### config.mk
export PLATFORM = sky130hd
export DESIGN_NAME = casu_ep_prog
export DESIGN_NICKNAME = d
export VERILOG_FILES = /design/src/rtl/casu_pkg.sv /design/src/rtl/casu_ep_prog.sv
export SDC_FILE = /design/constraint.sdc
export NUM_CORES = 1
export LEC_CHECK = 0
export BUFFER_PORTS_ARGS = -buffer_cell sky130_fd_sc_hd__buf_2
export CAP_MARGIN = 20
export CORE_MARGIN = 1
export CORE_UTILIZATION = 44
export DETAILED_ROUTE_END_ITERATION = 12
export GPL_TIMING_DRIVEN = 1
export HOLD_SLACK_MARGIN = 0.02
export PLACE_DENSITY_LB_ADDON = 0.25
export SLEW_MARGIN = 30
export SYNTH_ARGS = -nofsm -noshare
export SYNTH_HDL_FRONTEND = slang
export SYNTH_SLANG_ARGS = --single-unit
### constraint.sdc
create_clock -name mclk -period 1.6 [get_ports mclk]
set_clock_uncertainty 0.1 [all_clocks]
set_input_delay 0.16 -clock mclk [delete_from_list [all_inputs] [get_ports mclk]]
set_output_delay 0.16 -clock mclk [all_outputs]
set_load 0.05 [all_outputs]
### src/rtl/casu_pkg.sv
`default_nettype none
// +----------------------------------------------------------------------------+
// | Module   : casu_pkg                                                        |
// | Purpose  : Shared types and constants for the CASU ER pointer programmer.  |
// |            Holds the programmer state encoding, the ER_min/ER_max word     |
// |            offsets and the peripheral-bus write-enable codes.              |
// | Revision : 1.0 - initial release                                           |
// +----------------------------------------------------------------------------+
package casu_pkg;

  // Programmer sequence states
  typedef enum logic [2:0] {
    ST_IDLE   = 3'd0,
    ST_CHK    = 3'd1,
    ST_WR_MIN = 3'd2,
    ST_WR_MAX = 3'd3,
    ST_RD_MIN = 3'd4,
    ST_RD_MAX = 3'd5,
    ST_DONE   = 3'd6,
    ST_ERR    = 3'd7
  } casu_ep_state_e;

  // Word offsets of the pointer registers relative to the base word address
  localparam logic [13:0] ERMIN = 14'd0;
  localparam logic [13:0] ERMAX = 14'd1;

  // openMSP430 per_we encodings
  localparam logic [1:0] PER_WE_WR = 2'b11;
  localparam logic [1:0] PER_WE_RD = 2'b00;

endpackage
`default_nettype wire

### src/rtl/casu_ep_prog.sv
`default_nettype none
// +----------------------------------------------------------------------------+
// | Module   : casu_ep_prog                                                    |
// | Purpose  : Peripheral-bus initiator that programs the CASU ER_min/ER_max   |
// |            pointer pair. On an accepted start it checks min <= max, writes |
// |            ER_min then ER_max and, when readback is built in, reads both   |
// |            back and retries the whole sequence on a mismatch.             |
// | Config   : CASU_EP_PROG_READBACK_EN - adds the RD_MIN/RD_MAX readback and  |
// |            retry logic. Undefined: WR_MAX goes straight to DONE.           |
// | Ports    : mclk, puc_rst (async, active-high)                              |
// |            start, new_min, new_max   - request from the update controller  |
// |            bus_gnt, per_dout         - arbiter grant, peripheral read data |
// |            per_addr/per_din/per_en/per_we - bus outputs, 0 when not driving|
// |            bus_req, busy, done, err  - status to the update controller     |
// | Revision : 1.0 - initial release                                           |
// +----------------------------------------------------------------------------+
module casu_ep_prog
  import casu_pkg::*;
#(
  parameter logic [14:0] BASE_ADDR = 15'h0140,
  parameter int unsigned MAX_RETRY = 2,
  parameter int unsigned RETRY_WD  = 2
) (
  input  logic        mclk,
  input  logic        puc_rst,
  input  logic        start,
  input  logic [15:0] new_min,
  input  logic [15:0] new_max,
  input  logic        bus_gnt,
  input  logic [15:0] per_dout,
  output logic [13:0] per_addr,
  output logic [15:0] per_din,
  output logic        per_en,
  output logic [1:0]  per_we,
  output logic        bus_req,
  output logic        busy,
  output logic        done,
  output logic        err
);

  localparam logic [13:0] c_addr_min = BASE_ADDR[14:1] + ERMIN;
  localparam logic [13:0] c_addr_max = BASE_ADDR[14:1] + ERMAX;

  casu_ep_state_e r_state;
  casu_ep_state_e w_state_nxt;

  logic [15:0] r_min;
  logic [15:0] r_max;
  logic        w_accept;

  // start is only honoured while idle; a pulse during a sequence is dropped
  assign w_accept = (r_state == ST_IDLE) && start;
  assign busy     = (r_state != ST_IDLE);

`ifdef CASU_EP_PROG_READBACK_EN
  logic [RETRY_WD-1:0] r_retry;
  logic                w_retry_ok;
  logic                w_retry_inc;

  assign w_retry_ok = (r_retry < RETRY_WD'(MAX_RETRY));
`else
  // Readback data and retry configuration have no function in this build
  logic w_unused_cfg;
  assign w_unused_cfg = ^{per_dout, RETRY_WD'(MAX_RETRY)};
`endif

  // --------------------------------------------------------------------------
  // State register
  // --------------------------------------------------------------------------
  always_ff @(posedge mclk or posedge puc_rst) begin
    if (puc_rst) begin
      r_state <= ST_IDLE;
    end else begin
      r_state <= w_state_nxt;
    end
  end

  // --------------------------------------------------------------------------
  // Next state and bus decode. Bus outputs are a pure function of the state
  // and bus_gnt, so an ungranted bus state drives nothing and simply waits.
  // --------------------------------------------------------------------------
  always_comb begin
    w_state_nxt = r_state;
    per_en      = 1'b0;
    per_we      = PER_WE_RD;
    per_addr    = '0;
    per_din     = '0;
`ifdef CASU_EP_PROG_READBACK_EN
    w_retry_inc = 1'b0;
`endif
    case (r_state)
      ST_IDLE: begin
        if (start) w_state_nxt = ST_CHK;
      end
      ST_CHK: begin
        w_state_nxt = (r_min > r_max) ? ST_ERR : ST_WR_MIN;
      end
      ST_WR_MIN: begin
        if (bus_gnt) begin
          per_en      = 1'b1;
          per_we      = PER_WE_WR;
          per_addr    = c_addr_min;
          per_din     = r_min;
          w_state_nxt = ST_WR_MAX;
        end
      end
      ST_WR_MAX: begin
        if (bus_gnt) begin
          per_en   = 1'b1;
          per_we   = PER_WE_WR;
          per_addr = c_addr_max;
          per_din  = r_max;
`ifdef CASU_EP_PROG_READBACK_EN
          w_state_nxt = ST_RD_MIN;
`else
          w_state_nxt = ST_DONE;
`endif
        end
      end
`ifdef CASU_EP_PROG_READBACK_EN
      // per_dout is combinational, so it is judged at the edge ending the cycle
      ST_RD_MIN: begin
        if (bus_gnt) begin
          per_en   = 1'b1;
          per_addr = c_addr_min;
          if (per_dout == r_min) begin
            w_state_nxt = ST_RD_MAX;
          end else if (w_retry_ok) begin
            w_retry_inc = 1'b1;
            w_state_nxt = ST_WR_MIN;
          end else begin
            w_state_nxt = ST_ERR;
          end
        end
      end
      ST_RD_MAX: begin
        if (bus_gnt) begin
          per_en   = 1'b1;
          per_addr = c_addr_max;
          if (per_dout == r_max) begin
            w_state_nxt = ST_DONE;
          end else if (w_retry_ok) begin
            w_retry_inc = 1'b1;
            w_state_nxt = ST_WR_MIN;
          end else begin
            w_state_nxt = ST_ERR;
          end
        end
      end
`endif
      ST_DONE, ST_ERR: begin
        w_state_nxt = ST_IDLE;
      end
      default: begin
        w_state_nxt = ST_IDLE;
      end
    endcase
  end

  // --------------------------------------------------------------------------
  // Captured request and sticky status. done/err are set from the terminal
  // state, so they rise in the same cycle busy falls.
  // --------------------------------------------------------------------------
  always_ff @(posedge mclk or posedge puc_rst) begin
    if (puc_rst) begin
      r_min   <= '0;
      r_max   <= '0;
      bus_req <= 1'b0;
      done    <= 1'b0;
      err     <= 1'b0;
    end else begin
      if (w_accept) begin
        r_min   <= new_min;
        r_max   <= new_max;
        bus_req <= 1'b1;
        done    <= 1'b0;
        err     <= 1'b0;
      end
      if (r_state == ST_DONE) begin
        done    <= 1'b1;
        bus_req <= 1'b0;
      end
      if (r_state == ST_ERR) begin
        err     <= 1'b1;
        bus_req <= 1'b0;
      end
    end
  end

`ifdef CASU_EP_PROG_READBACK_EN
  // Number of retries already spent on the current request
  always_ff @(posedge mclk or posedge puc_rst) begin
    if (puc_rst) begin
      r_retry <= '0;
    end else if (w_accept) begin
      r_retry <= '0;
    end else if (w_retry_inc) begin
      r_retry <= r_retry + RETRY_WD'(1);
    end
  end
`endif

endmodule
`default_nettype wire

==> metrics.txt, run 1 <==
Power Density=2200 nW/um^2; Syn Std Cell Area=between 2000 and 2500 um^2; Die Y=approximately 73 um; status=finished, violations left; RSZ-0062 raised after global routing=true; CP max stage delay=560 ps; share of cells above drive strength 1=a little over half; largest net degree at the start of global routing=39; Peak VDD IR=between 1 and 1.5 mV; Reg area=roughly 950 um^2; CP Data Arrival Time=1900 ps; Overall Power=~8.8 mW; RePlAce Congestion=around 0.82; sequential share of power=20.7%; setup ws final=-226 ps; Antenna Nets Post-Route=0; Synth async-reset ratio=100%; worst path buffer plus inverter count=1; Metal-1 WL=approximately 2.7 mm; multi-input logic area=1420 um^2; H-tree Lvls=2; synth warn=0; Worst-path clk slew=about 80 ps; CTS tree=built; row cnt=25; critical path's slowest cell=or4_4; Unique masters post-synth=32; R2R cell count=6; crit path max fanout=2; # IOs=89; number of synthesized flops with an enable pin=0; vias in the first global route=2,058; sequential area share after synthesis=42.5%; post-synthesis area per instance=just under 10 um^2; Initial Util=46.5%; Routed Wire Length=~6.9 mm; # setup viols final=47; crit share post-route=114%; via count=approximately 2,200; Cells after Synth=roughly 230; Sink Count=38; Leakage=roughly 1.9 nW; Reg-to-Reg Start=r_max[2]; Port Buffers=61; routed wl met2=between 3 and 4 mm; Cell Chain, Critical Path=inv_2, ha_4, nand4_1, or4_4, a22oi_2, a31oi_1; minimum clock period=around 1800 ps; Worst Setup End Kind=flop; post-detail-place hpwl=between 3 and 4 mm; GRT Util Overall=between 20% and 30%; Total Die Area=approximately 5400 um^2; Comb power frac=between 70% and 80%; clock latency on the worst-skew pair=290 ps; Net Sw Frac=~44%; max-slew violations=0; Die W=~73 um; total stage count of the critical path=6; nets@finish=442; routed length per instance=~16 um; Avg Vias per Cell=a little under 5; CP top delay family=simple AND/OR/NAND/NOR gates; first-pass GRT wire length=~9.4 mm; Crit Path Class=flop to flop; worst hold path class=primary input to flop; final hold vios=0; drt pass-1 iters=4; Slew HR=66.4%; P_sw=3.92 mW; failing checks=negative setup slack; GRT overflow=0; clock share of power=around 7.9%; Max Clock Freq=~0.55 GHz; maximum capacitance violations=0; Post-synth top flop=dfrtp_1; CTS Buffer Depth=2; # DRC=0; initial antenna violation count=0; Setup crit start kind=flop; crit path capture=r_state[0]; Reg2Reg Setup Slack=-230 ps; Worst Max-Slew Pin Slew=a little over 500 ps; WL met3=~250 um; Yosys reg bits=38; Inserted Clock Buffers=5; Top Metal Used=met4; FF-to-FF End=r_state[0]; synth-to-layout area growth=78.7%; Worst Hold Slack=~43 ps; Internal Power=4.89 mW; WP data required=around 1700 ps; fillcell total=~280; CTS Root Cell=clkbuf_8; Core ar.=roughly 4800 um^2; initial detailed-routing violation count=64; most frequent cells in the layout=buf_2 (40), buf_4 (40), dfrtp_1 (37); Inserted Diodes=0; crit path from=r_max[2]
-- final cells by class --
class / instances / area share [%]
clock buffer: 7 / 2.16
clock inverter: 1 / 0.125
inverter: 21 / 2.16
multi-input combinational: 155 / 35.4
sequential: 38 / 23.8
tap: 67 / 2.10
timing repair buffer: 153 / 34.3
-- layer usage --
metal  GRT usage [%]  up-vias
met5               0        -
met4            4.70        0
met3            4.80        6
met2            44.2       65
met1            27.2     1075
li1                -     1039
-- registers in the layout, indices dropped and copies added (netlist names) --
register / count
r_max: 16
done: 1
bus_req: 1
err: 1
r_state: 3
r_min: 16
-- repair_timing --
item / 4_1_cts / 5_1_grt
hold buffers: 32 / 0
buffers inserted: 14 / 12
gates cloned: 2 / 2
pin swaps: 8 / 9
hold endpoints to repair: 69 / 0
setup endpoints to repair: 30 / 48
gates resized for setup: 79 / 57
-- cells in the mapped netlist (2+ instances only) --
library cell / number / area, um^2
ha_1: 16 / 200
nand2_1: 20 / 75.1
clkbuf_1: 3 / 11.3
a21oi_1: 13 / 65.1
nand4_1: 3 / 18.8
mux2_2: 16 / 180
mux2i_1: 17 / 170
a31oi_1: 2 / 12.5
dfrtp_1: 38 / 951
buf_2: 3 / 15.0
o21ai_0: 17 / 85.1
buf_4: 18 / 135
nor2_1: 23 / 86.3
inv_1: 21 / 78.8
-- worst register-to-register path, delay by kind of cell, from the launching register on --
kind / cells / cell delay, ps
AND/OR/NAND/NOR: 2 / 650
flip-flops: 1 / 400
AO/OA/AOI/OAI: 2 / 220
adder cells (fa/ha/maj): 1 / 260
buffers and inverters: 1 / 70
-- stage by stage --
stage | worst slack (ps) | utilization, % | setup TNS (ps) | instance area, um^2 | cells
6_report | -226 | 83.1 | -4410 | 4000 | 442
5_1_grt | -268 | 83.1 | -7370 | 4000 | 442
4_1_cts | -196 | 77.2 | -2510 | 3720 | 429
3_5_place_dp | -247 | 59.9 | -477 | 2890 | 373
3_3_place_gp | -200 | 59.9 | -378 | 2890 | 373
2_1_floorplan | -137 | - | -597 | 2450 | 238
-- power groups by stage --
| stage | logic (mW) | clock network (mW) | registers, mW |
|---|---|---|---|
| detailed placement | 4.52 | 0 | 1.77 |
| CTS | 5.60 | 0.699 | 1.77 |
| finish | 6.30 | 0.693 | 1.82 |
| global placement | 4.45 | 0 | 1.75 |
| floorplan | 3.34 | 0 | 1.80 |
| global route | 6.73 | 0.755 | 1.86 |
-- worst min-delay path by stage --
stage	start	endpoint	slack [ps]	cells after the start
detailed placement	puc_rst	r_max[6]	210	3
global route	new_min[15]	r_min[15]	30	2
global placement	puc_rst	r_max[8]	200	3
floorplan	new_max[10]	r_max[10]	180	2
CTS	new_min[15]	r_min[15]	30	2
finish	new_min[15]	r_min[15]	40	2
-- cell families after synthesis --
family	Yosys count	synth area share [%]
DFF	38	42.5
buffers and inverters	45	10.7
muxes	33	15.6
and+or+nand+nor	55	11.7
other	1	0.167
AOI/OAI and AO/OA	39	9.94
adders and majority gates	16	8.94
xor gates and xnor gates	1	0.391
No activity file was read; power rests on OpenSTA's default activity.
==> run 2, diff against run 1 <==
--- a/config.mk
+++ b/config.mk
@@ -5,7 +5,7 @@
 export SDC_FILE = /design/constraint.sdc
 export NUM_CORES = 1
 export LEC_CHECK = 0
-export BUFFER_PORTS_ARGS = -buffer_cell sky130_fd_sc_hd__buf_2
+export BUFFER_PORTS_ARGS = -buffer_cell sky130_fd_sc_hd__buf_4
 export CAP_MARGIN = 20
 export CORE_MARGIN = 1
 export CORE_UTILIZATION = 44
==> metrics.txt, run 2 (synthesis results as in run 1) <==
status=finished, violations left; failing checks=negative setup slack; setup ws final=-266 ps; Worst Hold Slack=33.0 ps; Antenna Nets Post-Route=0; R2R cell count=6; Reg-to-Reg Start=r_max[8]; Inserted Clock Buffers=5; worst hold path class=primary input to flop; Reg2Reg Setup Slack=-270 ps; Leakage=between 1.5 and 2 nW; # DRC=0; GRT overflow=0; final hold vios=0; Initial Util=a little under half; Core ar.=between 4000 and 5000 um^2; routed length per instance=around 15 um; nets@finish=about 430; CP Data Arrival Time=~1900 ps; Largest regs=r_max x16, r_min x16, r_state x3; setup_tns=-2190 ps; FF-to-FF End=r_state[0]; Worst Hold Depth=2; Setup crit start kind=flop; share of cells above drive strength 1=between 50% and 60%; clock latency on the worst-skew pair=290 ps; Sink Count=38; multi-input logic area=1420 um^2; fillcell total=approximately 300; CTS Buffer Depth=2; CTS tree=built; GRT Util Overall=between 20 and 25%; CTS Root Cell=clkbuf_8; max-slew violations=0; crit share post-route=117%; drt pass-1 iters=4; RSZ-0062 raised after global routing=true; vias in the first global route=a little over 2,000; post-route cell area=around 4000 um^2; post-detail-place hpwl=about 3.5 mm; WP data required=~1700 ps; Worst-path clk slew=approximately 70 ps; RePlAce Congestion=0.781; Total Die Area=~5400 um^2; maximum capacitance violations=0; Min-Delay Startpoint=new_max[0]; first-pass GRT wire length=around 9.2 mm; commonest non-fill, non-tap cell in the layout=buf_4; Die Y=between 70 and 80 um; Reg area=about 950 um^2; # IOs=89; # setup viols final=25; Peak VDD IR=1.20 mV; Inserted Diodes=0; row cnt=25; Crit Path Class=flop to flop; minimum clock period=around 1900 ps; via count=between 2,000 and 2,500; Avg Vias per Cell=4.92; Post-DP Area=3050 um^2; synth-to-layout area growth=76.9%; most frequent cells in the layout=buf_4 (72), dfrtp_1 (38), dlygate4sd3_1 (32); crit path max fanout=2; Max Clock Freq=approximately 0.54 GHz; largest net degree at the start of global routing=39; Die W=73.3 um; H-tree Lvls=2; initial detailed-routing violation count=92; initial antenna violation count=0; Routed Wire Length=approximately 6.4 mm; Worst Setup End Kind=flop; Port Buffers=between 60 and 70; Power Density=between 2000 and 2500 nW/um^2; sink of the worst hold path=r_max[0]
[run 2: cell type report]
type	count	area share (%)
multi-input cells	155	35.9
repair buffers	139	33.9
flip-flops and latches	38	24.0
inverters	21	2.18
well taps	67	2.12
clock buffers	7	1.93
[run 2: timing repair]
item	CTS	global route
pin swaps	5	9
hold buffers	31	1
gates cloned	1	2
buffers inserted	6	7
hold endpoints to repair	68	1
setup endpoints to repair	25	41
gates resized for setup	34	52
[run 2: worst max path at each step]
stage,startpoint,end,slack [ps]
final,r_max[8],r_state[0],-270
after global routing,r_max[8],r_state[0],-310
after CTS,r_min[6],r_state[0],-200
after detailed placement,r_min[6],r_state[0],-250
after global placement,r_min[6],r_state[0],-200
after floorplan,r_min[6],r_state[0],-140
[run 2: worst max-delay path, stage by stage (launching register included)]
cell and delay [ps]:
dfrtp_1 390, inv_1 80, ha_1 290, nand4_1 170, or4_4 470, a22oi_2 180
a31oi_1 60
[run 2: where the power goes]
part / internal (mW) / switching (mW) / total [mW]
clock: 0.300 / 0.326 / 0.626
combinational: 2.91 / 3.13 / 6.04
sequential: 1.44 / 0.396 / 1.83
[run 2: per-stage QoR]
stage	std cells	util, %	power [mW]	worst slack, ps
after floorplan	238	-	5.14	-137
after global placement	373	63.4	6.39	-198
after detailed placement	373	63.4	6.48	-252
after CTS	418	76.0	7.69	-203
after global routing	427	82.3	9.07	-314
final	427	82.3	8.50	-266
[run 2: routing by layer]
metal  vias to the layer above  wire length (um)  GRT usage [%]
met5                         -                 0              0
met4                         0               105           7.48
met2                        73              3480           42.5
met1                      1001              2570           25.3
li1                       1012                 -              -
met3                        13               271           3.98
